## src/rtl/gpu_axi_regs.sv

```systemverilog
// AXI4-lite register file driving the GPU frame sequencer: geometry setup, frame start, busy/done, irq.
// Optional define GPU_REGS_ID_EN maps a read-only ID register at offset 0x18.
module gpu_axi_regs #(
    parameter int unsigned SADDR_WIDTH = 32,
    parameter int unsigned MADDR_WIDTH = 32
) (
    input  logic                   clk,
    input  logic                   reset,
    input  logic [SADDR_WIDTH-1:0] awaddr,
    input  logic [2:0]             awprot,
    input  logic                   awvalid,
    output logic                   awready,
    input  logic [31:0]            wdata,
    input  logic [3:0]             wstrb,
    input  logic                   wvalid,
    output logic                   wready,
    output logic [1:0]             bresp,
    output logic                   bvalid,
    input  logic                   bready,
    input  logic [SADDR_WIDTH-1:0] araddr,
    input  logic [2:0]             arprot,
    input  logic                   arvalid,
    output logic                   arready,
    output logic [31:0]            rdata,
    output logic [1:0]             rresp,
    output logic                   rvalid,
    input  logic                   rready,
    input  logic                   frame_end,
    output logic                   frame_start,
    output logic [31:0]            triangles_count,
    output logic [MADDR_WIDTH-1:0] base_addr_vertex,
    output logic [MADDR_WIDTH-1:0] base_addr_color,
    output logic                   irq
);

    localparam logic [2:0] IDX_CTRL   = 3'd0;
    localparam logic [2:0] IDX_STATUS = 3'd1;
    localparam logic [2:0] IDX_TRI    = 3'd2;
    localparam logic [2:0] IDX_VTX    = 3'd3;
    localparam logic [2:0] IDX_COL    = 3'd4;
    localparam logic [2:0] IDX_FCNT   = 3'd5;
`ifdef GPU_REGS_ID_EN
    localparam logic [2:0]  IDX_ID = 3'd6;
    localparam logic [31:0] GPU_ID = 32'h4750_5531;
`endif
    localparam logic [1:0] RESP_OKAY   = 2'b00;
    localparam logic [1:0] RESP_SLVERR = 2'b10;

    logic        aw_full;
    logic [2:0]  aw_idx;
    logic        w_full;
    logic [31:0] w_data;
    logic [3:0]  w_strb;
    logic        irq_en;
    logic        busy;
    logic        done;
    logic [31:0] frame_cnt;

    logic        commit_c;
    logic        start_c;
    logic        wr_err_c;
    logic [2:0]  ar_idx_c;
    logic [31:0] rd_data_c;
    logic        rd_err_c;
    logic        unused_c;

    // Only address bits [4:2] select a register; protection bits carry no meaning here.
    assign unused_c = ^{awprot, arprot, awaddr[SADDR_WIDTH-1:5], awaddr[1:0],
                        araddr[SADDR_WIDTH-1:5], araddr[1:0]};

    assign awready  = !reset && !aw_full && !bvalid;
    assign wready   = !reset && !w_full && !bvalid;
    assign arready  = !reset && !rvalid;
    assign commit_c = aw_full && w_full;
    assign ar_idx_c = araddr[4:2];

    assign start_c = commit_c && (aw_idx == IDX_CTRL) && w_strb[0] && w_data[0]
                     && !busy && (triangles_count != 32'd0);

    function automatic logic [31:0] merge_bytes(input logic [31:0] old_val,
                                                input logic [31:0] new_val,
                                                input logic [3:0]  strb);
        logic [31:0] res;
        res = old_val;
        for (int i = 0; i < 4; i++) begin
            if (strb[i]) res[8*i +: 8] = new_val[8*i +: 8];
        end
        return res;
    endfunction

    // Write-side address decode.
    always_comb begin
        wr_err_c = 1'b1;
        case (aw_idx)
            IDX_CTRL, IDX_STATUS, IDX_TRI, IDX_VTX, IDX_COL, IDX_FCNT: wr_err_c = 1'b0;
`ifdef GPU_REGS_ID_EN
            IDX_ID: wr_err_c = 1'b0;
`endif
            default: wr_err_c = 1'b1;
        endcase
    end

    // Read data mux; START always reads back as 0.
    always_comb begin
        rd_data_c = 32'd0;
        rd_err_c  = 1'b0;
        case (ar_idx_c)
            IDX_CTRL:   rd_data_c = {30'd0, irq_en, 1'b0};
            IDX_STATUS: rd_data_c = {30'd0, done, busy};
            IDX_TRI:    rd_data_c = triangles_count;
            IDX_VTX:    rd_data_c = 32'(base_addr_vertex);
            IDX_COL:    rd_data_c = 32'(base_addr_color);
            IDX_FCNT:   rd_data_c = frame_cnt;
`ifdef GPU_REGS_ID_EN
            IDX_ID:     rd_data_c = GPU_ID;
`endif
            default:    rd_err_c  = 1'b1;
        endcase
    end

    always_ff @(posedge clk) begin
        if (reset) begin
            aw_full          <= 1'b0;
            aw_idx           <= 3'd0;
            w_full           <= 1'b0;
            w_data           <= 32'd0;
            w_strb           <= 4'd0;
            bvalid           <= 1'b0;
            bresp            <= RESP_OKAY;
            rvalid           <= 1'b0;
            rdata            <= 32'd0;
            rresp            <= RESP_OKAY;
            irq_en           <= 1'b0;
            busy             <= 1'b0;
            done             <= 1'b0;
            frame_cnt        <= 32'd0;
            frame_start      <= 1'b0;
            triangles_count  <= 32'd0;
            base_addr_vertex <= '0;
            base_addr_color  <= '0;
            irq              <= 1'b0;
        end else begin
            frame_start <= 1'b0;

            if (awvalid && awready) begin
                aw_full <= 1'b1;
                aw_idx  <= awaddr[4:2];
            end
            if (wvalid && wready) begin
                w_full <= 1'b1;
                w_data <= wdata;
                w_strb <= wstrb;
            end

            if (commit_c) begin
                aw_full <= 1'b0;
                w_full  <= 1'b0;
                bvalid  <= 1'b1;
                bresp   <= wr_err_c ? RESP_SLVERR : RESP_OKAY;
                case (aw_idx)
                    IDX_CTRL:   if (w_strb[0]) irq_en <= w_data[1];
                    IDX_STATUS: if (w_strb[0] && w_data[1]) done <= 1'b0;
                    IDX_TRI:    triangles_count <= merge_bytes(triangles_count, w_data, w_strb);
                    IDX_VTX:    base_addr_vertex <= MADDR_WIDTH'(merge_bytes(32'(base_addr_vertex), w_data, w_strb));
                    IDX_COL:    base_addr_color  <= MADDR_WIDTH'(merge_bytes(32'(base_addr_color), w_data, w_strb));
                    default: ;
                endcase
            end else if (bvalid && bready) begin
                bvalid <= 1'b0;
            end

            if (start_c) begin
                frame_start <= 1'b1;
                busy        <= 1'b1;
            end

            // Placed after the DONE clear so a simultaneous set wins.
            if (frame_end && busy) begin
                busy      <= 1'b0;
                done      <= 1'b1;
                frame_cnt <= frame_cnt + 32'd1;
            end

            irq <= done && irq_en;

            if (arvalid && arready) begin
                rvalid <= 1'b1;
                rdata  <= rd_data_c;
                rresp  <= rd_err_c ? RESP_SLVERR : RESP_OKAY;
            end else if (rvalid && rready) begin
                rvalid <= 1'b0;
            end
        end
    end

endmodule
```

## config.mk

```make
export PLATFORM = sky130hd
export DESIGN_NAME = gpu_axi_regs
export DESIGN_NICKNAME = d
export VERILOG_FILES = /design/src/rtl/gpu_axi_regs.sv
export SDC_FILE = /design/constraint.sdc
export NUM_CORES = 1
export LEC_CHECK = 0
export BUFFER_PORTS_ARGS = -buffer_cell sky130_fd_sc_hd__buf_4
export CAP_MARGIN = 20
export CORE_MARGIN = 5
export CORE_UTILIZATION = 55
export DETAILED_ROUTE_END_ITERATION = 8
export GPL_ROUTABILITY_DRIVEN = 0
export PLACE_DENSITY = 0.81
export SLEW_MARGIN = 20
export SYNTH_ARGS = -nofsm -noshare
export SYNTH_HDL_FRONTEND = slang
export SYNTH_SLANG_ARGS = --single-unit
```

## constraint.sdc

```tcl
create_clock -name clk -period 4.7 [get_ports clk]
set_clock_uncertainty 0.15 [all_clocks]
set_input_delay 0.235 -clock clk [delete_from_list [all_inputs] [get_ports clk]]
set_output_delay 0.235 -clock clk [all_outputs]
set_load 0.05 [all_outputs]
```

==> run metrics <==
ant diodes 0; die width between 100 and 150 um; Final nets around 1300; reg2reg start aw_full; post-layout min period approximately 2700 ps; Worst EP required between 4000 and 5000 ps; initial antenna violation count 0; Async SR Flop Fraction 0%; Post-synth EDFFs 0; largest net degree at the start of global routing about 120; reg2reg setup slack approximately 2000 ps; worst-skew pair later-pin latency 490 ps; Synth cell types 47; mean area per synthesized cell about 8.8 um^2; status completed; clock buffer depth 3; die area about 0.018 mm^2; Setup Buffers After CTS 0; Warnings, synthesis 0; crit end category register; final antenna-violating net count 0; FF/Latch Area approximately 0.0042 mm^2; static leakage 4.95 nW; DRT Pass-1 Iters 5; first-pass GRT wire length roughly 40000 um; post-DP HPWL roughly 17000 um; VDD IR-drop max roughly 0.24 mV; WL/cell 18.5 um; H-tree levels 1; CTS clock-pin slew for the worst setup and hold paths 60 ps; Min-Delay Path Class in -> reg; worst hold start araddr[3]; RSZ-0062 raised after global routing false; DRC violations left 0; R2R depth 4; max_cap viols 0; Die Height around 130 um; Worst EP arrival 2870 ps; Final Cycle Share 57.2%; Setup crit start kind register; remaining global-route overflow 0; I/O Buffers 186; vias per inst a little under 6; post-CTS sizing 0; Synth top area share about half; proportion of layout cells with a drive suffix above 1 20.2%; slew margin rel. a little under a quarter; Util after Layout around 73%; Power per Cell Area 338 mW/mm^2; cell depth of the worst hold path 4; Syn Std Cell Area around 0.0086 mm^2; Area growth syn-to-layout 30.6%; synth cell count leaders dfxtp_1, nand2_1, nor2_1, a21oi_1, mux2i_1; multi-input combinational cell area 0.00409 mm^2; max-slew violation count 0; vias in the first global route approximately 8000; most instantiated library cell after synthesis dfxtp_1; Hold Vio Cnt, Final 0; Filler cells approximately 1100; CTS tree built; DRT Wirelength 25600 um; initial DRC count just under 900; CTS Buf Count 22; WHS Endpoint rdata[0]; clock root buffer clkbuf_16; Syn Inst Count 971; Vias between 8000 and 9000; Clock Sinks 210; Worst Path Max Fanout 12; Worst-Margin Slew 1140 ps; placed insts between 1000 and 1500; reg2reg end triangles_count[7]; Area contributors post-synth dfxtp_1, mux2i_1, a22o_1; sequential element share of the synthesized area about half; top_reg_cell synth dfxtp_1; Setup TNS 0 ps; Setup CP Type reg -> reg; Core Region around 0.015 mm^2; GRT Util Overall between 20% and 30%; initial core utilization a little under three fifths; Seq cells post-synth 210; IO Count between 200 and 300; Layout Cells excl Fill 1384; Achievable Freq about 0.37 GHz; post-synth top area cell dfxtp_1; Site Rows 45; final setup fails 0
## cell usage in the layout, fill, tap and decap left out, types with 4 or more instances in the layout
cell type	count
or4_1	8
buf_4	193
a21oi_1	103
nor2_1	112
o31ai_1	6
o21ai_0	52
clkbuf_1	4
nand2_1	132
mux2i_1	94
dlygate4sd3_1	44
clkbuf_8	5
clkbuf_16	23
nor3_1	8
xor2_1	7
a22o_1	61
nor4_1	8
or3_1	13
dfxtp_1	210
nand3_1	16
nand4_1	20
inv_1	5
## worst max path at each step
| stage | from | to | slack [ps] | depth (start not counted) |
|---|---|---|---|---|
| finish | aw_full | triangles_count[7] | 2010 | 4 |
| global route | arvalid | rdata[18] | 1890 | 7 |
| CTS | rvalid | rdata[13] | 2040 | 5 |
| detailed placement | reset | rdata[0] | 1750 | 6 |
| global placement | reset | rdata[0] | 1760 | 6 |
| floorplan | bvalid | w_data[10] | 1790 | 6 |
## state kept, by name (all words and copies together), names as in the netlist
signal,cells
base_addr_color,32
frame_start,1
triangles_count,32
aw_idx,3
w_strb,4
bvalid,1
irq,1
rvalid,1
rdata,32
busy,1
done,1
aw_full,1
bresp,1
irq_en,1
frame_cnt,32
base_addr_vertex,32
w_data,32
rresp,1
w_full,1
## metal layers
metal / part of all wire (%) / up-vias / GRT usage (%)
met5: 0 / - / 0
met4: 2.9 / 0 / 9.45
met3: 6.7 / 54 / 4.40
met2: 49 / 323 / 46.0
met1: 41 / 3835 / 34.6
li1: - / 3796 / -
## cell families (layout without fill, tap and decap cells)
| group | count (synthesis) | count (layout) | synth area share, % |
|---|---|---|---|
| buf+inv | 78 | 279 | 3.63 |
| simple gates | 344 | 344 | 18.2 |
| xor+xnor | 10 | 10 | 1.02 |
| other cells | 1 | 2 | 0.0437 |
| flops | 210 | 210 | 49.0 |
| fa+ha+maj | 1 | 1 | 0.146 |
| mux | 96 | 96 | 11.2 |
| compound gates | 231 | 231 | 16.7 |
## critical path, stage by stage (launching register included)
cell and delay [ps]:
dfxtp_1 480, nand4b_1 510, nor2b_1 1060, mux2i_1 280
nor2_1 60
## where the power goes
group | leakage (nW) | internal, mW | total, mW | switching [mW]
Sequential | 1.70 | 1.80 | 1.83 | 0.0269
Clock | 0.360 | 1.07 | 1.75 | 0.676
Combinational | 2.89 | 0.0823 | 0.205 | 0.123
## area by class of cell
cell class / count / share of cell area, %
clock buffer: 32 / 5.89
clock inverter: 4 / 0.625
inverter: 5 / 0.168
multi-input combinational: 684 / 36.5
sequential: 210 / 37.5
tap: 211 / 2.36
timing repair buffer: 238 / 17.0
## per-stage QoR
step / hold WS, ps / instance area (um^2) / worst slack (ps) / total power, mW
after global placement: 270 / 10000 / 1760 / 2.03
after floorplan: 185 / 8580 / 1790 / 1.97
after global routing: 119 / 11200 / 1890 / 3.88
final: 85.4 / 11200 / 2010 / 3.78
after detailed placement: 282 / 10000 / 1750 / 2.04
after CTS: 65.9 / 11200 / 2040 / 3.80
## repair_timing
action / 4_1_cts / 5_1_grt
endpoints found under the hold margin: 44 / 0
setup endpoints to repair: 0 / 0
hold buffers: 44 / 0
No activity file was read; power rests on OpenSTA's default activity.
